[src/rtl/bus_drive_pkg.sv]
// Shared types and default timing constants for the bus drive sequencer.
package bus_drive_pkg;

    localparam int unsigned DATA_W = 8;
    localparam int unsigned NIB_W  = 4;
    localparam int unsigned CNT_W  = 4;

    localparam int unsigned DEF_FIFO_DEPTH   = 4;
    localparam int unsigned DEF_SETUP_CYCLES = 1;
    localparam int unsigned DEF_DRIVE_CYCLES = 2;
    localparam int unsigned DEF_TURN_CYCLES  = 1;

    typedef enum logic [1:0] {
        ST_IDLE  = 2'd0,
        ST_SETUP = 2'd1,
        ST_DRIVE = 2'd2,
        ST_TURN  = 2'd3
    } state_e;

    // Word as presented to the two buffer groups: hi -> a2, lo -> a1
    typedef struct packed {
        logic [NIB_W-1:0] hi;
        logic [NIB_W-1:0] lo;
    } word_t;

    // Stage counter load value for a phase lasting 'cycles' cycles
    function automatic logic [CNT_W-1:0] cnt_load(input int unsigned cycles);
        return CNT_W'(cycles - 1);
    endfunction

    // Odd parity bit: total number of ones including this bit is odd
    function automatic logic odd_parity(input word_t w);
        return ~(^w);
    endfunction

endpackage

[src/rtl/bus_drive_seq_if.sv]
// Producer and bus-side signals of the bus drive sequencer.
// Optional par signal present only with BUS_DRIVE_PARITY_EN.
interface bus_drive_seq_if;
    import bus_drive_pkg::*;

    logic [DATA_W-1:0] wr_data;
    logic              wr_valid;
    logic              wr_ready;
    logic              bus_grant;
    logic [NIB_W-1:0]  a1;
    logic [NIB_W-1:0]  a2;
    logic              g1_n;
    logic              g2_n;
    logic              busy;
    logic              abort;
`ifdef BUS_DRIVE_PARITY_EN
    logic              par;

    modport slave  (input  wr_data, wr_valid, bus_grant,
                    output wr_ready, a1, a2, g1_n, g2_n, busy, abort, par);
    modport master (output wr_data, wr_valid, bus_grant,
                    input  wr_ready, a1, a2, g1_n, g2_n, busy, abort, par);
`else
    modport slave  (input  wr_data, wr_valid, bus_grant,
                    output wr_ready, a1, a2, g1_n, g2_n, busy, abort);
    modport master (output wr_data, wr_valid, bus_grant,
                    input  wr_ready, a1, a2, g1_n, g2_n, busy, abort);
`endif

endinterface

[src/rtl/bus_drive_fifo.sv]
// Staging FIFO: power-of-two depth, registered ready, head word visible combinationally.
module bus_drive_fifo
    import bus_drive_pkg::*;
#(
    parameter int unsigned DEPTH = DEF_FIFO_DEPTH
) (
    input  logic              clk,
    input  logic              rst_n,
    input  logic              push,
    input  logic              pop,
    input  logic [DATA_W-1:0] wr_data,
    output logic [DATA_W-1:0] rd_data,
    output logic              full,
    output logic              empty,
    output logic              ready
);

    localparam int unsigned AW = $clog2(DEPTH);
    localparam int unsigned CW = AW + 1;

    logic [DATA_W-1:0] mem [DEPTH];
    logic [AW-1:0]     wr_ptr_q;
    logic [AW-1:0]     rd_ptr_q;
    logic [CW-1:0]     count_q;
    logic [CW-1:0]     count_d;
    logic              ready_q;
    logic              do_push;
    logic              do_pop;

    assign full    = (count_q == CW'(DEPTH));
    assign empty   = (count_q == '0);
    assign do_push = push && !full;
    assign do_pop  = pop && !empty;
    assign rd_data = mem[rd_ptr_q];
    assign ready   = ready_q;

    // Occupancy update; simultaneous push and pop cancel
    always_comb begin
        count_d = count_q;
        if (do_push && !do_pop) begin
            count_d = count_q + CW'(1);
        end else if (do_pop && !do_push) begin
            count_d = count_q - CW'(1);
        end
    end

    // Pointers wrap naturally at power-of-two depth; ready tracks next-cycle not-full
    always_ff @(posedge clk or negedge rst_n) begin
        if (!rst_n) begin
            wr_ptr_q <= '0;
            rd_ptr_q <= '0;
            count_q  <= '0;
            ready_q  <= 1'b1;
        end else begin
            if (do_push) wr_ptr_q <= wr_ptr_q + AW'(1);
            if (do_pop)  rd_ptr_q <= rd_ptr_q + AW'(1);
            count_q <= count_d;
            ready_q <= (count_d != CW'(DEPTH));
        end
    end

    // Storage array, no reset needed
    always_ff @(posedge clk) begin
        if (do_push) mem[wr_ptr_q] <= wr_data;
    end

endmodule

[src/rtl/bus_drive_seq.sv]
// Bus drive sequencer: stages words in a FIFO and drives each onto two
// buffer groups with setup / drive / turnaround timing.
// Optional macro BUS_DRIVE_PARITY_EN adds the registered odd-parity output par.
module bus_drive_seq
    import bus_drive_pkg::*;
#(
    parameter int unsigned FIFO_DEPTH   = DEF_FIFO_DEPTH,
    parameter int unsigned SETUP_CYCLES = DEF_SETUP_CYCLES,
    parameter int unsigned DRIVE_CYCLES = DEF_DRIVE_CYCLES,
    parameter int unsigned TURN_CYCLES  = DEF_TURN_CYCLES
) (
    input logic           clk,
    input logic           rst_n,
    bus_drive_seq_if.slave bus
);

    logic              rst_sync_n;
    logic [DATA_W-1:0] fifo_rd_data;
    logic              fifo_full;
    logic              fifo_empty;
    logic              fifo_ready;
    logic              fifo_push;

    state_e            state_q;
    state_e            state_d;
    logic [CNT_W-1:0]  cnt_q;
    logic [CNT_W-1:0]  cnt_d;
    logic              pop_c;
    logic              abort_c;

    word_t             drv_q;
    logic              g_n_q;
    logic              busy_q;
    logic              abort_q;

    // Reset asserts asynchronously, releases on the first edge so the second edge can push
    always_ff @(posedge clk or negedge rst_n) begin
        if (!rst_n) rst_sync_n <= 1'b0;
        else        rst_sync_n <= 1'b1;
    end

    assign fifo_push = bus.wr_valid && fifo_ready;

    bus_drive_fifo #(
        .DEPTH (FIFO_DEPTH)
    ) u_fifo (
        .clk     (clk),
        .rst_n   (rst_sync_n),
        .push    (fifo_push),
        .pop     (pop_c),
        .wr_data (bus.wr_data),
        .rd_data (fifo_rd_data),
        .full    (fifo_full),
        .empty   (fifo_empty),
        .ready   (fifo_ready)
    );

    // FSM state and stage counter register
    always_ff @(posedge clk or negedge rst_sync_n) begin
        if (!rst_sync_n) begin
            state_q <= ST_IDLE;
            cnt_q   <= '0;
        end else begin
            state_q <= state_d;
            cnt_q   <= cnt_d;
        end
    end

    // Next state, counter reload on every entry, pop and abort decisions
    always_comb begin
        state_d = state_q;
        cnt_d   = cnt_q;
        pop_c   = 1'b0;
        abort_c = 1'b0;
        case (state_q)
            ST_IDLE: begin
                if (!fifo_empty && bus.bus_grant) begin
                    pop_c   = 1'b1;
                    state_d = ST_SETUP;
                    cnt_d   = cnt_load(SETUP_CYCLES);
                end
            end
            ST_SETUP: begin
                if (!bus.bus_grant) begin
                    abort_c = 1'b1;
                    state_d = ST_TURN;
                    cnt_d   = cnt_load(TURN_CYCLES);
                end else if (cnt_q == '0) begin
                    state_d = ST_DRIVE;
                    cnt_d   = cnt_load(DRIVE_CYCLES);
                end else begin
                    cnt_d = cnt_q - CNT_W'(1);
                end
            end
            ST_DRIVE: begin
                if (!bus.bus_grant) begin
                    abort_c = 1'b1;
                    state_d = ST_TURN;
                    cnt_d   = cnt_load(TURN_CYCLES);
                end else if (cnt_q == '0) begin
                    state_d = ST_TURN;
                    cnt_d   = cnt_load(TURN_CYCLES);
                end else begin
                    cnt_d = cnt_q - CNT_W'(1);
                end
            end
            ST_TURN: begin
                if (cnt_q == '0) begin
                    state_d = ST_IDLE;
                    cnt_d   = '0;
                end else begin
                    cnt_d = cnt_q - CNT_W'(1);
                end
            end
            default: begin
                state_d = ST_IDLE;
                cnt_d   = '0;
            end
        endcase
    end

    // Registered outputs decoded from the next state so they align with it
    always_ff @(posedge clk or negedge rst_sync_n) begin
        if (!rst_sync_n) begin
            drv_q   <= '0;
            g_n_q   <= 1'b1;
            busy_q  <= 1'b0;
            abort_q <= 1'b0;
        end else begin
            if (pop_c) drv_q <= word_t'(fifo_rd_data);
            g_n_q   <= (state_d != ST_DRIVE);
            busy_q  <= (state_d != ST_IDLE);
            abort_q <= abort_c;
        end
    end

`ifdef BUS_DRIVE_PARITY_EN
    logic par_q;

    // Parity captured alongside the driven word
    always_ff @(posedge clk or negedge rst_sync_n) begin
        if (!rst_sync_n)  par_q <= 1'b1;
        else if (pop_c)   par_q <= odd_parity(word_t'(fifo_rd_data));
    end

    assign bus.par = par_q;
`endif

    assign bus.wr_ready = fifo_ready;
    assign bus.a1       = drv_q.lo;
    assign bus.a2       = drv_q.hi;
    assign bus.g1_n     = g_n_q;
    assign bus.g2_n     = g_n_q;
    assign bus.busy     = busy_q;
    assign bus.abort    = abort_q;

endmodule

[src/flat_wrapper.sv]
// flat-port wrapper written by rule: the top's interface ports become plain ports
module bus_drive_seq_flat import bus_drive_pkg::*;
#(
    parameter int unsigned FIFO_DEPTH   = DEF_FIFO_DEPTH,
    parameter int unsigned SETUP_CYCLES = DEF_SETUP_CYCLES,
    parameter int unsigned DRIVE_CYCLES = DEF_DRIVE_CYCLES,
    parameter int unsigned TURN_CYCLES  = DEF_TURN_CYCLES
)
  (clk, rst_n, bus_wr_data, bus_wr_valid, bus_bus_grant, bus_wr_ready, bus_a1, bus_a2, bus_g1_n, bus_g2_n, bus_busy, bus_abort);
  bus_drive_seq_if bus_i ();
  input logic clk;
  input logic rst_n;
  input wire logic [$bits(bus_i.wr_data)-1:0] bus_wr_data;
  input wire logic [$bits(bus_i.wr_valid)-1:0] bus_wr_valid;
  input wire logic [$bits(bus_i.bus_grant)-1:0] bus_bus_grant;
  output wire logic [$bits(bus_i.wr_ready)-1:0] bus_wr_ready;
  output wire logic [$bits(bus_i.a1)-1:0] bus_a1;
  output wire logic [$bits(bus_i.a2)-1:0] bus_a2;
  output wire logic [$bits(bus_i.g1_n)-1:0] bus_g1_n;
  output wire logic [$bits(bus_i.g2_n)-1:0] bus_g2_n;
  output wire logic [$bits(bus_i.busy)-1:0] bus_busy;
  output wire logic [$bits(bus_i.abort)-1:0] bus_abort;
  assign bus_i.wr_data = bus_wr_data;
  assign bus_i.wr_valid = bus_wr_valid;
  assign bus_i.bus_grant = bus_bus_grant;
  assign bus_wr_ready = bus_i.wr_ready;
  assign bus_a1 = bus_i.a1;
  assign bus_a2 = bus_i.a2;
  assign bus_g1_n = bus_i.g1_n;
  assign bus_g2_n = bus_i.g2_n;
  assign bus_busy = bus_i.busy;
  assign bus_abort = bus_i.abort;
  bus_drive_seq #(.FIFO_DEPTH(FIFO_DEPTH), .SETUP_CYCLES(SETUP_CYCLES), .DRIVE_CYCLES(DRIVE_CYCLES), .TURN_CYCLES(TURN_CYCLES)) u_core (.clk(clk), .rst_n(rst_n), .bus(bus_i));
endmodule
[config.mk]
export PLATFORM = sky130hd
export DESIGN_NAME = bus_drive_seq_flat
export DESIGN_NICKNAME = d
export VERILOG_FILES = /design/src/rtl/bus_drive_pkg.sv /design/src/rtl/bus_drive_seq_if.sv /design/src/rtl/bus_drive_fifo.sv /design/src/rtl/bus_drive_seq.sv /design/src/flat_wrapper.sv
export SDC_FILE = /design/constraint.sdc
export NUM_CORES = 1
export LEC_CHECK = 0
export ABC_AREA = 1
export ABC_CLOCK_PERIOD_IN_PS = 800
export CORE_AREA = 2 2 85 87
export DETAILED_ROUTE_END_ITERATION = 8
export DIE_AREA = 0 0 87 89
export PLACE_DENSITY = 0.72
export SLEW_MARGIN = 15
export SYNTH_ARGS = -nofsm -noshare
export SYNTH_HDL_FRONTEND = slang
export SYNTH_HIERARCHICAL = 1
export SYNTH_SLANG_ARGS = --single-unit
[constraint.sdc]
create_clock -name clk -period 0.8 [get_ports clk]
set_input_delay 0.2 -clock clk [delete_from_list [all_inputs] [get_ports clk]]
set_output_delay 0.2 -clock clk [all_outputs]
set_load 0.01 [all_outputs]
Yosys cells after proc, flatten, opt, wreduce, memory -nomap -nowiden --
Memories as Yosys holds them, arrays and structs flattened. A register that Yosys moved wholly into a read port is not among the register bits. Index checks and enable logic that the tools add are counted. Widths: inputs -> output; s select.
Word-level totals: RAM bits 32, logic and storage cells 60, memories 1, register bits after elaboration 18
Memories:
- u_core.u_fifo.mem | words 4, bits a word 8, read ports 1, clocked after Yosys merged registers in 1, wr ports 1, line bus_drive_fifo.sv:21 | logic [DATA_W-1:0] mem [DEPTH];
Cells by class: reduce and logical (&&, ||, !) cells 16, multiplexer cells 21, eq/ne operators 7, add/sub/neg operators 5
Operator list (count):
- $mux 4 | 5
- $pmux 4 s4 | 1
- $mux 2 | 6
- $pmux 2 s4 | 1
- $logic_and 1x1->1 | 6
- $mux 1 | 6
- $mux 3 | 2
- $logic_not 1->1 | 5
- $add 2x1->2 const B | 2
- $eq 2x2->1 const B | 2
- $logic_not 4->1 | 1
- $sub 4x1->4 const B | 1
- $add 3x1->3 const B | 1
- $eq 3x3->1 const B | 1
- $logic_not 3->1 | 1
- $ne 3x3->1 const B | 1
- $sub 3x1->3 const B | 1
- $eq 2x1->1 const B | 1
- $logic_not 2->1 | 1
- $ne 2x1->1 const B | 1
- $ne 2x2->1 const B | 1
- $reduce_bool 2->1 | 1
- $reduce_or 2->1 | 1

Longest topological paths before layout --
Gate-level depths: netlist of the first run.
depth after elaboration 10, gate-level depth with buffers 14

Cells and area by module --
Netlist of the first run, hierarchy kept.
By module, submodules not included:
- bus_drive_fifo | area each 1731.7 sq um, instances 1, cells an instance 143
- bus_drive_seq | area each 910.9 sq um, instances 1, cells an instance 110

Worst setup path after synthesis of the first run --
Ideal clock, no wire load.
path type reg2reg, start point register u_core.u_fifo.count_q[0], end point register u_core.u_fifo.ready_q (netlist: u_core/u_fifo/ready), slack -965 ps, setup time 77 ps, buffers on the path 0, clock period less this slack 1765 ps, arrival 1688 ps, data required time 723 ps, cell stages (with the launch flop) 15, cell sequence dfrtp_1 -> inv_1 -> ha_1 -> nand2_4 -> inv_1 -> inv_1 -> nand2_4 -> nor2_4 -> nand2_4 -> nand2_4 -> nand2_1 -> nand2_2 -> nand2_2 -> nor2_1 -> nand2_1
On the way: cells in the longest elaborated chain, start to end 10, elaborated cells on any way between the ends 18
RTL lines:
- start: declaration | line bus_drive_fifo.sv:24 | logic [CW-1:0] count_q;
- start signal: assignment | line bus_drive_fifo.sv:57 | count_q <= count_d;
- $logic_not 3->1 * | line bus_drive_fifo.sv:31 | assign empty = (count_q == '0);
- via u_core.fifo_empty | line bus_drive_seq.sv:20 | logic fifo_empty;
- $logic_not 1->1 * | line bus_drive_seq.sv:77 | if (!fifo_empty && bus.bus_grant) begin
- $logic_and 1x1->1 * | line bus_drive_seq.sv:77
- $mux 1 * | line bus_drive_seq.sv:77
- $mux 1 * | line bus_drive_seq.sv:75 | case (state_q)
- via u_core.pop_c | line bus_drive_seq.sv:28 | logic pop_c;
- $logic_and 1x1->1 * | line bus_drive_fifo.sv:33 | assign do_pop = pop && !empty;
- $logic_and 1x1->1 or $logic_not 1->1 (tied branches) | line bus_drive_fifo.sv:42, bus_drive_fifo.sv:40
- $mux 3 or $logic_and 1x1->1 (tied branches) | line bus_drive_fifo.sv:42, bus_drive_fifo.sv:40
- $mux 3 * | line bus_drive_fifo.sv:40 | if (do_push && !do_pop) begin
- via u_core.u_fifo.count_d[0] | line bus_drive_fifo.sv:25 | logic [CW-1:0] count_d;
- $ne 3x3->1 * | line bus_drive_fifo.sv:58 | ready_q <= (count_d != CW'(DEPTH));
- end signal: assignment | line bus_drive_fifo.sv:58
- end: declaration | line bus_drive_fifo.sv:26 | logic ready_q;
Mark *: on every way through the listed nets, which the timed path passes. The rest lies on a longest branch. A chain may end at the register's enable or synchronous reset.

Final worst setup path of the first run --
start point register u_core.u_fifo.count_q[1], end point register u_core.u_fifo.rd_ptr_q[1]
On the way: cells in the longest elaborated chain, start to end 6
RTL lines:
- $logic_not 3->1 | line bus_drive_fifo.sv:31
- via u_core.fifo_empty | line bus_drive_seq.sv:20
- $logic_not 1->1 | line bus_drive_seq.sv:77
- $logic_and 1x1->1 | line bus_drive_seq.sv:77
- $mux 1 | line bus_drive_seq.sv:77
- $mux 1 | line bus_drive_seq.sv:75
- via u_core.pop_c | line bus_drive_seq.sv:28
- $logic_and 1x1->1 | line bus_drive_fifo.sv:33
- end signal: assignment | line bus_drive_fifo.sv:56 | if (do_pop) rd_ptr_q <= rd_ptr_q + AW'(1);
- end: declaration | line bus_drive_fifo.sv:23 | logic [AW-1:0] rd_ptr_q;
The timed path passes the listed nets, and every way through them passes these cells.

==> results of run 1 <==
[metal layers]
layer	wire, um	track usage, %	share of wire (%)	vias to the layer above
met3	293	4.99	4.8	11
met4	95	9.23	1.6	0
met2	3320	28.7	55	48
met5	0	0	0	-
li1	-	-	-	1037
met1	2360	17.6	39	999
[layout make-up]
class | count | area share (%)
flip-flops and latches | 58 | 41.0
multi-input cells | 160 | 26.6
clock inverters | 5 | 1.94
inverters | 29 | 2.83
clock buffers | 11 | 3.84
well taps | 80 | 2.54
repair buffers | 98 | 21.2
[cells in the final DEF, fill, tap and decap left out, types with 3 or more instances in the layout]
master / count
buf_4: 60
nand2_1: 43
edfxtp_1: 32
dfrtp_1: 23
nor2_1: 22
o21ai_0: 16
inv_1: 14
inv_2: 14
nand2_2: 13
buf_6: 12
clkbuf_8: 11
clkdlybuf4s50_1: 11
buf_2: 10
ha_1: 9
o22ai_1: 8
nand3_1: 7
nand2_4: 6
nor2_4: 6
nand4_1: 4
xor2_1: 4
buf_12: 4
o21ai_1: 3
[power groups by stage]
stage	sequential (mW)	combinational, mW	clock, mW
final	4.53	8.64	3.01
after detailed placement	4.58	6.96	0
after floorplan	4.71	3.80	0
after global placement	4.55	6.74	0
after global routing	4.62	9.46	3.24
after CTS	4.52	7.46	3.08
[sequential cells by signal, indices dropped and copies added, names as in the netlist]
register / count
u_core/u_fifo/mem: 32
u_core/bus.a1: 4
u_core/bus.a2: 4
u_core/cnt_q: 4
u_core/u_fifo/count_q: 3
u_core/state_q: 2
u_core/u_fifo/rd_ptr_q: 2
u_core/u_fifo/wr_ptr_q: 2
u_core/bus.abort: 1
u_core/bus.busy: 1
u_core/bus.g1_n: 1
u_core/rst_sync_n: 1
u_core/u_fifo/ready: 1
[worst paths after layout]
| check | depth (start not counted) | start | endpoint |
|---|---|---|---|
| max in group asynchronous | 2 | rst_n | u_core/rst_sync_n |
| min reg2reg | 0 | u_core/rst_sync_n | u_core/u_fifo/count_q[1] |
| max reg2reg | 11 | u_core/u_fifo/count_q[1] | u_core/u_fifo/rd_ptr_q[1] |
| min | 0 | u_core/rst_sync_n | u_core/u_fifo/count_q[1] |
| min in group clk | 1 | bus_wr_data[3] | u_core/u_fifo/mem[2][3] |
| max | 11 | u_core/u_fifo/count_q[1] | u_core/u_fifo/rd_ptr_q[1] |
[critical path: stages, from the launching register on]
cell	delay, ps
dfrtp_1	370
inv_2	60
ha_4	180
nand2_4	70
inv_2	40
inv_2	60
nand2_4	60
nor2_4	170
nand2_4	100
buf_4	160
nor2_4	100
xor2_1	160
[what timing repair did]
action,CTS,global route
buffers inserted,13,16
hold buffers,1,0
gates resized for setup,63,29
cloned,0,0
endpoints found under the setup margin,70,70
endpoints found under the hold margin,1,0
pin swaps,9,15
==> results by group, run 1 <==
Status
  – Outcome: finished, violations left
  – Failing checks: setup timing

Critical path
  – Crit path launch type: flop
  – CP max FO: 4
  – Reg2reg setup slack: -810 ps
  – Kind of critical path: reg -> reg
  – Req. time, crit path: between 1000 and 1500 ps
  – Crit path DAT: 1870 ps
  – Crit. End Element: flop

Timing
  – Final setup viols: 70
  – Max-slew violations: 0
  – Final setup margin: -813 ps
  – Fin crit period: 1610 ps
  – Fin. Hold Viols: 0
  – Hold slack: 115 ps
  – Final Cycle Share: 202%
  – Setup tns final: -46390 ps
  – Worst Skew: 10.1 ps
  – Unrepaired setup endpoints after global routing: yes
  – Fmax: between 600 and 700 MHz

Logic synthesis
  – Post-Syn Area per Cell: 10.5 um^2
  – Mapped Cells: 252
  – Synthesized area: ~2600 um^2
  – Post-Syn Nets: 277
  – Warnings, synthesis: 6

Pwr
  – Total power: 16.2 mW
  – PwrDens: a little over 4000 nW/um^2
  – Part of the power in the clock network: 18.6%
  – Leakage: between 1.5 and 2 nW
  – Combinational share of power: 53.4%
  – Sw Ratio: 37.0%
  – Net Sw Power: ~6 mW
  – Internal: around 10 mW
  – Max VDD drop: 0.00187 V
  – Sequential Power Share: ~28%

Place
  – Dpl cells: 396
  – Post-place instance area: 3380 um^2
  – Routability Congestion: 0.908
  – Post-placement setup slack: -772 ps
  – # port buffers: 24
  – Post-DP HPWL: 3650 um

Floorplan
  – Initial Util: 39.3%
  – Die Width: slightly below 90 um
  – Rows: 30
  – Core box area: about 6700 um^2
  – Count of boundary I/O pins: 25
  – Die ar.: approximately 7700 um^2
  – Die height: 89 um

Finish
  – Antenna cells: 0
  – Share of layout cells above drive strength 1: 43.8%
  – Non-Filler Instances: 441
  – Utilization after layout: 58.6%
  – Sequential cell area: approximately 1600 um^2
  – # fillers: 526
  – Finished Cell Area: 3940 um^2
  – Area Growth Syn to Fin: 49.3%
  – Nets: ~380
  – Area of the multi-input gates: ~1000 um^2

CTS
  – H-tree Lvls: 3
  – Clock Latency Late Sink: 340 ps
  – Clk slew on worst S/H paths: 70 ps
  – CTS Buffer Depth: 2
  – CTS Buf Count: 9
  – Clock sinks: 58
  – CTS tree: done
  – Clock root buffer master: clkbuf_8

Routing
  – DR vias: 2095
  – Post-DR wirelength/cell: 13.8 um
  – Residual DRC: 0
  – Drt pass-1 iters: 4
  – Vias per inst: about 4.8
  – Antenna Nets Post-Route: 0
  – Drt total wl: ~6000 um
  – Drt initial violations: about 130

Min path
  – Worst min-delay path class: reg -> async

Global routing
  – Vias in the first global route: 2108
  – Grt ovf: 0
  – First-pass GRT wire length: 9390 um
  – Largest net degree at the start of global routing: 19
  – Initial antenna violation count: 0
  – Total track usage: 16.4%

Job
  – Total of max-cap violations: 0
Note: power is estimated with default switching activity, not from simulation.
==> run 2: changes to the inputs <==
- CORE_AREA: 2 2 85 87 -> 2 2 106 108
- DIE_AREA: 0 0 87 89 -> 0 0 108 110
- PLACE_DENSITY: 0.72 -> 0.54
==> results by group, run 2 (synthesized netlist as in run 1, its figures left out) <==
Status
  – Outcome: finished, violations left (unchanged)
  – Failing checks: setup timing (unchanged)

Global routing
  – Vias in the first global route: 1979 (was 2108)
  – Initial antenna violation count: 0 (unchanged)
  – GR Layer Usage met2: 16.2% (was 28.7%)
  – Met3 usage: 1.94% (was 4.99%)
  – First-pass GRT wire length: 9030 um (was 9390 um)
  – Grt ovf: 0 (unchanged)
  – GRT Max-Usage Layer: met2 (unchanged)
  – Total track usage: 9.84% (was 16.4%)
  – Largest net degree at the start of global routing: 19 (unchanged)
  – GR Util met1: 11.9% (was 17.6%)

Finish
  – Commonest non-fill, non-tap cell in the layout: buf_4 (unchanged)
  – Commonest cells after routing, fill and taps aside: buf_4, nand2_1, edfxtp_1, dfrtp_1, nor2_1 (unchanged)
  – Max reg flops: 32 (unchanged)
  – Share of layout cells above drive strength 1: 38.8% (was 43.8%)
  – Nets: 365 (was 381)
  – Area Growth Syn to Fin: 44.8% (was 49.3%)
  – Most flop-heavy register: u_core/u_fifo/mem (unchanged)
  – Finished Cell Area: 3820 um^2 (was 3940 um^2)
  – Antenna cells: 0 (unchanged)

Timing
  – Final setup viols: 70 (unchanged)
  – Unrepaired setup endpoints after global routing: yes (unchanged)
  – Fin crit period: 1510 ps (was 1610 ps)
  – Final setup margin: -710 ps (was -813 ps)
  – Max-slew violations: 0 (unchanged)
  – Final Cycle Share: 189% (was 202%)
  – Fin. Hold Viols: 0 (unchanged)
  – Fmax: 662 MHz (was 620 MHz)
  – Worst Skew: 11.4 ps (was 10.1 ps)

Pwr
  – Total power: 14.5 mW (was 16.2 mW)
  – Max VDD drop: 0.00111 V (was 0.00187 V)
  – Part of the power in the clock network: 15.4% (was 18.6%)
  – Sequential Power Share: 31.1% (was 28.0%)
  – PwrDens: 3790 nW/um^2 (was 4110 nW/um^2)
  – Internal: 8.90 mW (was 10.2 mW)
  – Combinational share of power: 53.5% (was 53.4%)
  – Net Sw Power: 5.58 mW (was 5.99 mW)
  – Sw Ratio: 38.6% (was 37.0%)
  – Leakage: 1.69 nW (was 1.80 nW)

CTS
  – Clock root buffer master: clkbuf_8 (unchanged)
  – Clk slew on worst S/H paths: 70 ps (about the same)
  – Clock Latency Late Sink: 340 ps (about the same)
  – CTS Buf Count: 9 (unchanged)
  – CTS tree: done (unchanged)
  – CTS Buffer Depth: 2 (unchanged)
  – H-tree Lvls: 3 (unchanged)
  – Clock sinks: 58 (unchanged)

Min path
  – Worst min-delay path class: reg -> async (unchanged)

Routing
  – Post-DR wirelength/cell: 11.1 um (was 13.8 um)
  – Drt pass-1 iters: 4 (unchanged)
  – Antenna Nets Post-Route: 0 (unchanged)
  – DR vias: 1960 (was 2095)
  – Vias per inst: 4.04 (was 4.75)
  – Residual DRC: 0 (unchanged)
  – Drt total wl: 5390 um (was 6070 um)
  – Drt initial violations: 94 (was 127)

Floorplan
  – Rows: 38 (was 30)
  – Core box area: 10700 um^2 (was 6720 um^2)
  – Die height: 110 um (was 89 um)
  – Die Width: 108 um (was 87 um)
  – Count of boundary I/O pins: 25 (unchanged)
  – Die ar.: 11900 um^2 (was 7740 um^2)
  – Initial Util: 24.7% (was 39.3%)

Place
  – # port buffers: 24 (unchanged)
  – Post-place instance area: 3510 um^2 (was 3380 um^2)
  – Routability Congestion: 0.811 (was 0.908)
  – Post-DP HPWL: 3830 um (was 3650 um)

Critical path
  – Crit path top cell by count: nand2_4
  – Kind of critical path: reg -> reg (unchanged)
  – Req. time, crit path: 1080 ps (was 1050 ps)
  – Worst reg2reg path startpoint: u_core/u_fifo/count_q[1] (unchanged)
  – CP max stage cell: dfrtp_1 (unchanged)
  – CP max FO: 4 (unchanged)
  – Crit-path cells: inv_2 > ha_4 > nand2_4 > inv_2 > inv_2 > nand2_4 > nor2_4 > nand2_4 > nand2_4 > nand2_2 > nand2_2 > nand2_2 > nor2_2 > nand2_1 (was inv_2 > ha_4 > nand2_4 > inv_2 > inv_2 > nand2_4 > nor2_4 > nand2_4 > buf_4 > nor2_4 > xor2_1)
  – CP max stage delay: 370 ps (about the same)
  – Reg2Reg Depth: 14 (was 11)
  – Reg2reg setup slack: -710 ps (was -810 ps)
  – Crit path launch type: flop (unchanged)
  – Crit path DAT: 1790 ps (was 1870 ps)
  – Crit. Startpoint: u_core/u_fifo/count_q[1] (unchanged)
  – Crit. End Element: flop (unchanged)
  – RR Endpoint: u_core/u_fifo/ready (was u_core/u_fifo/rd_ptr_q[1])

Job
  – Total of max-cap violations: 0 (unchanged)
-- run 2: cell count changes in the layout (fill, tap and decap cells not counted), sizes merged --
cell	previous run	this run
buf	86	70
clkbuf	11	9
clkinv	2	5
bufinv	2	0
clkinvlp	1	2
-- run 2: worst max path at each step --
stage,slack (ps),depth (start not counted),to
6_report,-710,14,u_core/u_fifo/ready
5_1_grt,-850,13,u_core/u_fifo/ready
4_1_cts,-690,14,u_core/u_fifo/ready
3_5_place_dp,-740,10,u_core/u_fifo/ready
3_3_place_gp,-720,10,u_core/u_fifo/ready
2_1_floorplan,-830,14,u_core/u_fifo/ready
-- run 2: area by class of cell --
type	instances	area [um^2]
clock inverter	7	36.3
multi-input combinational	160	1030
sequential	58	1620
inverter	29	111
clock buffer	9	124
timing repair buffer	82	733
tap	140	175
fill	1098	6880
-- run 2: critical path, delay by kind of cell (launching register included) --
kind                       cells  cell delay, ps
and+or+nand+nor               10             780
DFF                            1             370
adders and majority gates      1             170
buffers and inverters          3             140
-- run 2: routing by layer --
metal	share of wire, %	vias to the layer above
li1	-	1008
met1	45	914
met2	48	27
met3	4.3	11
met4	2.5	0
met5	0	-
-- run 2: power by group through the flow --
| stage | combinational, mW | sequential, mW | clock, mW |
|---|---|---|---|
| 2_1_floorplan | 3.80 | 4.71 | 0 |
| 6_report | 7.74 | 4.51 | 2.23 |
| 3_3_place_gp | 7.02 | 4.56 | 0 |
| 5_1_grt | 8.72 | 4.63 | 2.37 |
| 4_1_cts | 7.14 | 4.52 | 2.28 |
| 3_5_place_dp | 7.12 | 4.58 | 0 |
-- run 2: through the flow --
step | hold WS, ps | std cells | setup slack (ps) | TNS (ps) | util (%)
6_report | 117 | 485 | -710 | -39070 | 35.7
4_1_cts | 124 | 479 | -687 | -36620 | 34.4
3_5_place_dp | 117 | 459 | -737 | -47170 | 32.8
5_1_grt | 136 | 485 | -853 | -44630 | 35.7
2_1_floorplan | -95.6 | 252 | -827 | -29130 | -
3_3_place_gp | 116 | 459 | -725 | -46440 | 32.8
-- run 2: repair_timing --
action	CTS	global route
endpoints found under the hold margin	1	0
resized for setup	59	19
endpoints found under the setup margin	70	70
hold buffers	1	0
pin swaps	4	11
setup buffers	3	6
==> run 3: changes to the inputs <==
- ABC_CLOCK_PERIOD_IN_PS: 800 -> 1850
- PLACE_DENSITY: 0.54 -> 0.53
- clock period: 0.8 -> 1.85 ns (I/O delays scaled with it)
==> results by group, run 3 (synthesized netlist as in run 1, its figures left out) <==
Timing
  – Final Cycle Share: between 90 and 100%
  – Hold slack: 227 ps (was 117 ps)
  – Fin crit period: between 1500 and 2000 ps
  – Fin. Hold Viols: 0 (unchanged)
  – Final setup viols: 0 (was 70)
  – Max-slew violations: 0 (unchanged)
  – Worst Skew: 6.06 ps (was 11.4 ps)
  – Setup tns final: 0 ps (was -39070 ps)
  – Fmax: 594 MHz

Global routing
  – GRT Max-Usage Layer: met2 (unchanged)
  – Grt ovf: 0 (unchanged)
  – Vias in the first global route: 1717 (was 1979)
  – First-pass GRT wire length: 8270 um (was 9030 um)
  – GR Layer Usage met2: 13.9% (was 16.2%)
  – Initial antenna violation count: 0 (unchanged)
  – Largest net degree at the start of global routing: 26 (was 19)
  – Met3 usage: 3.59% (was 1.94%)
  – GR Util met1: 12.1% (was 11.9%)
  – Total track usage: 9.31% (was 9.84%)

Critical path
  – CP max stage delay: 540 ps (was 370 ps)
  – Crit-path cells: clkdlybuf4s50_1 (was inv_2 > ha_4 > nand2_4 > inv_2 > inv_2 > nand2_4 > nor2_4 > nand2_4 > nand2_4 > nand2_2 > nand2_2 > nand2_2 > nor2_2 > nand2_1)
  – Req. time, crit path: 1390 ps (was 1080 ps)
  – CP max stage cell: clkdlybuf4s50_1 (was dfrtp_1)
  – WP buf/inv: 1 (was 3)
  – Crit path DAT: 1220 ps (was 1790 ps)
  – Worst path top cell family by delay: buffers and inverters (was simple AND/OR/NAND/NOR gates)
  – Kind of critical path: reg -> out (was reg -> reg)
  – Crit. End Element: output port (was flop)
  – CP max FO: 2 (was 4)
  – Crit path launch type: flop (unchanged)

Min path
  – Worst min-delay path class: reg -> async (unchanged)

Routing
  – Drt pass-1 iters: 4 (unchanged)
  – Drt initial violations: 99 (was 94)
  – Drt total wl: 4900 um (was 5390 um)
  – Antenna Nets Post-Route: 0 (unchanged)
  – Post-DR wirelength/cell: 11.2 um (was 11.1 um)
  – Vias per inst: 3.98 (was 4.04)
  – DR vias: 1745 (was 1960)
  – Residual DRC: 0 (unchanged)

Finish
  – Commonest cells after routing, fill and taps aside: nand2_1, edfxtp_1, nor2_1, inv_1, dfrtp_1 (was buf_4, nand2_1, edfxtp_1, dfrtp_1, nor2_1)
  – Max reg flops: 32 (unchanged)
  – Nets: 318 (was 365)
  – Area Growth Syn to Fin: 26.0% (was 44.8%)
  – # fillers: 1106 (was 1098)
  – Share of layout cells above drive strength 1: 15.4% (was 38.8%)
  – Antenna cells: 0 (unchanged)
  – Commonest non-fill, non-tap cell in the layout: nand2_1 (was buf_4)
  – Most flop-heavy register: u_core/u_fifo/mem (unchanged)

CTS
  – Clock root buffer master: clkbuf_8 (unchanged)
  – Hold-fix buffers, CTS: 0 (was 1)
  – Clk slew on worst S/H paths: 70 ps (about the same)
  – Clock sinks: 58 (unchanged)
  – CTS Buf Count: 9 (unchanged)
  – H-tree Lvls: 3 (unchanged)
  – Clock Latency Late Sink: 320 ps (was 340 ps)
  – CTS Buffer Depth: 2 (unchanged)
  – CTS tree: done (unchanged)

Floorplan
  – Core box area: 10700 um^2 (unchanged)
  – Count of boundary I/O pins: 25 (unchanged)
  – Die height: 110 um (unchanged)
  – Die ar.: 11900 um^2 (unchanged)
  – Initial Util: 24.7% (unchanged)
  – Rows: 38 (unchanged)
  – Die Width: 108 um (unchanged)

Place
  – Post-DP HPWL: 3530 um (was 3830 um)
  – # port buffers: 24 (unchanged)
  – Routability Congestion: 0.763 (was 0.811)

Status
  – Outcome: completed (was finished, violations left)

Pwr
  – Max VDD drop: 0.000434 V (was 0.00111 V)
  – PwrDens: 1620 nW/um^2 (was 3790 nW/um^2)
  – Leakage: 1.45 nW (was 1.69 nW)

Job
  – Total of max-cap violations: 0 (unchanged)
==> run 3: cell types whose count changed in the layout (fill, tap and decap cells not counted), sizes merged <==
cell and delta:
buf -59, bufinv +1, clkbuf +3, clkdlybuf4s50 +10
clkinv -2, clkinvlp -2, dlygate4sd2 +3, dlygate4sd3 -1
==> run 3: power breakdown <==
part / leakage, nW / switching [mW] / internal [mW]
registers: 0.609 / 0.218 / 1.78
logic: 0.725 / 1.29 / 0.882
clock network: 0.111 / 0.482 / 0.739
total: 1.45 / 1.99 / 3.40
==> run 3: area by class of cell <==
class	count	area, um^2	share of cell area [%]
timing repair buffer	35	319	9.60
sequential	58	1610	48.6
clock buffer	12	166	5.01
tap	140	175	5.27
inverter	29	109	3.27
clock inverter	4	48.8	1.47
multi-input combinational	160	892	26.8
==> run 3: final timing paths <==
check,start,end,slack [ps],cells after the start
min in group clk,u_core/bus.a2[3],u_core/bus.a2[3],470,2
min reg2reg,u_core/rst_sync_n,u_core/bus.busy,230,1
min,u_core/rst_sync_n,u_core/bus.busy,230,1
max,u_core/bus.a1[3],bus_a1[3],170,1
max reg2reg,u_core/u_fifo/count_q[0],u_core/u_fifo/ready,180,14
max in group asynchronous,u_core/rst_sync_n,u_core/bus.g1_n,1340,1
==> run 3: per-stage QoR <==
stage	area, um^2	power, mW	instances	utilization, %	setup WS (ps)
6_report	3320	5.40	438	31.1	166
5_1_grt	3320	5.89	438	31.1	-1.36
4_1_cts	3320	5.49	438	31.1	96.8
3_5_place_dp	3110	4.25	422	29.1	25.8
3_3_place_gp	3110	4.21	422	29.1	31.4
2_1_floorplan	2640	3.51	252	-	85.2
==> run 3: routing by layer <==
| layer | share of wire, % | wire length, um | vias to the layer above |
|---|---|---|---|
| met4 | 0.59 | 29 | 0 |
| li1 | - | - | 910 |
| met5 | 0 | 0 | - |
| met1 | 50 | 2470 | 803 |
| met3 | 4.1 | 199 | 2 |
| met2 | 45 | 2210 | 30 |
==> run 3: timing repair <==
action,4_1_cts,5_1_grt
pin swaps,0,0
gates resized for setup,3,1
buffers inserted,0,0
endpoints found under the setup margin,3,10
==> variant, RTL diff (flow settings as in run 2) <==
Change the package constant `NIB_W` from 4 to 6.
--- a/src/rtl/bus_drive_pkg.sv
+++ b/src/rtl/bus_drive_pkg.sv
@@ -4,3 +4,3 @@
     localparam int unsigned DATA_W = 8;
-    localparam int unsigned NIB_W  = 4;
+    localparam int unsigned NIB_W  = 6;
     localparam int unsigned CNT_W  = 4;
Interface: changed (resized bus_a1 and bus_a2); port bits go from 25 to 29. No check against the original RTL was run, so the function may have changed too.
==> variant against run 2 <==
- the flow still finishes with violations (setup timing)
- sequential cell count unchanged
- design area up 1.8%
- maximum frequency down 0.63%
- wire length up 8.4%
- synthesized area up 1.3%
- total power up 4.1%
- core utilization up 0.66 points
- worst setup slack worse by 0.0096 ns
- critical path type unchanged
- largest cell class unchanged
==> variant: results (changes against run 2) <==
Total Routing Usage GR 0.105 (was 0.0984); largest delay contributor family on the critical path buffers and inverters (was simple AND/OR/NAND/NOR gates); multi-input gates 164 (was 160); FF+latch count 58 (unchanged); P_sw 5740 uW (was 5580 uW); total negative slack -40.75 ns (was -39.07 ns); final wirelength 5840 microns (was 5390 microns); Leakage 0.00172 uW (was 0.00169 uW); fraction of area in multi-input gates 0.274 (was 0.268); vias in the first global route 2056 (was 1979); Avg Synthesized Cell Area 10.4 sq um (was 10.5 sq um); Post-Place Cell Area 3530 sq um (was 3510 sq um); non-clock buffer count 84 (was 82); status finished with violations (unchanged); fraction of area in registers 0.415 (was 0.423); post-DP HPWL 3900 microns (was 3830 microns); met3 Track Usage GR 0.0282 (was 0.0194); final-layout non-clock buffer area share 0.189 (was 0.192); met1 global-route usage 0.128 (was 0.119); Avg WL per Cell 11.9 microns (was 11.1 microns); first-pass GRT wire length 9530 microns (was 9030 microns); crit path setup slack, layout -0.720 ns (was -0.710 ns); fill count 1084 (was 1098); setup slack at placement -0.748 ns (was -0.737 ns); DR vias/cell 4.06 (was 4.04); clk_skew 0.00801 ns (was 0.0114 ns); clk cell area share 0.0476 (was 0.0419); WL met3 250 microns (was 233 microns); CP Max Fanout 5 (was 4); met2 Use GR 0.172 (was 0.162); share of cells above drive strength 1 0.390 (was 0.388); Max VDD drop 1.18 mV (was 1.11 mV); met2 wire len 2950 microns (was 2600 microns); Worst EP arrival 1.74 ns (was 1.79 ns); post_cts resized 63 (was 59); Worst R2R Path Depth 13 (was 14); # setup viols final 70 (unchanged); failing checks setup timing (unchanged); Clock buffer cells 10 (was 9)
[variant: final timing paths]
| kind | startpoint | endpoint | slack, ns |
|---|---|---|---|
| setup / recovery | u_core/u_fifo/count_q[1] | u_core/cnt_q[1] | -0.72 |
| hold / removal | u_core/rst_sync_n | u_core/u_fifo/count_q[1] | 0.12 |
| setup reg to reg | u_core/u_fifo/count_q[1] | u_core/cnt_q[1] | -0.72 |
| hold reg to reg | u_core/rst_sync_n | u_core/u_fifo/count_q[1] | 0.12 |
| max in group asynchronous | rst_n | u_core/rst_sync_n | 0.15 |
| min in group clk | u_core/bus.a1[0] | u_core/bus.a1[0] | 0.50 |
[variant: power by group through the flow]
stage | Clock, uW | Combinational [uW] | Sequential [uW]
after detailed placement | 0 | 7130 | 4590
after global routing | 2810 | 8860 | 4620
after global placement | 0 | 7030 | 4560
after CTS | 2680 | 7280 | 4530
after floorplan | 0 | 3820 | 4710
final | 2590 | 7960 | 4520
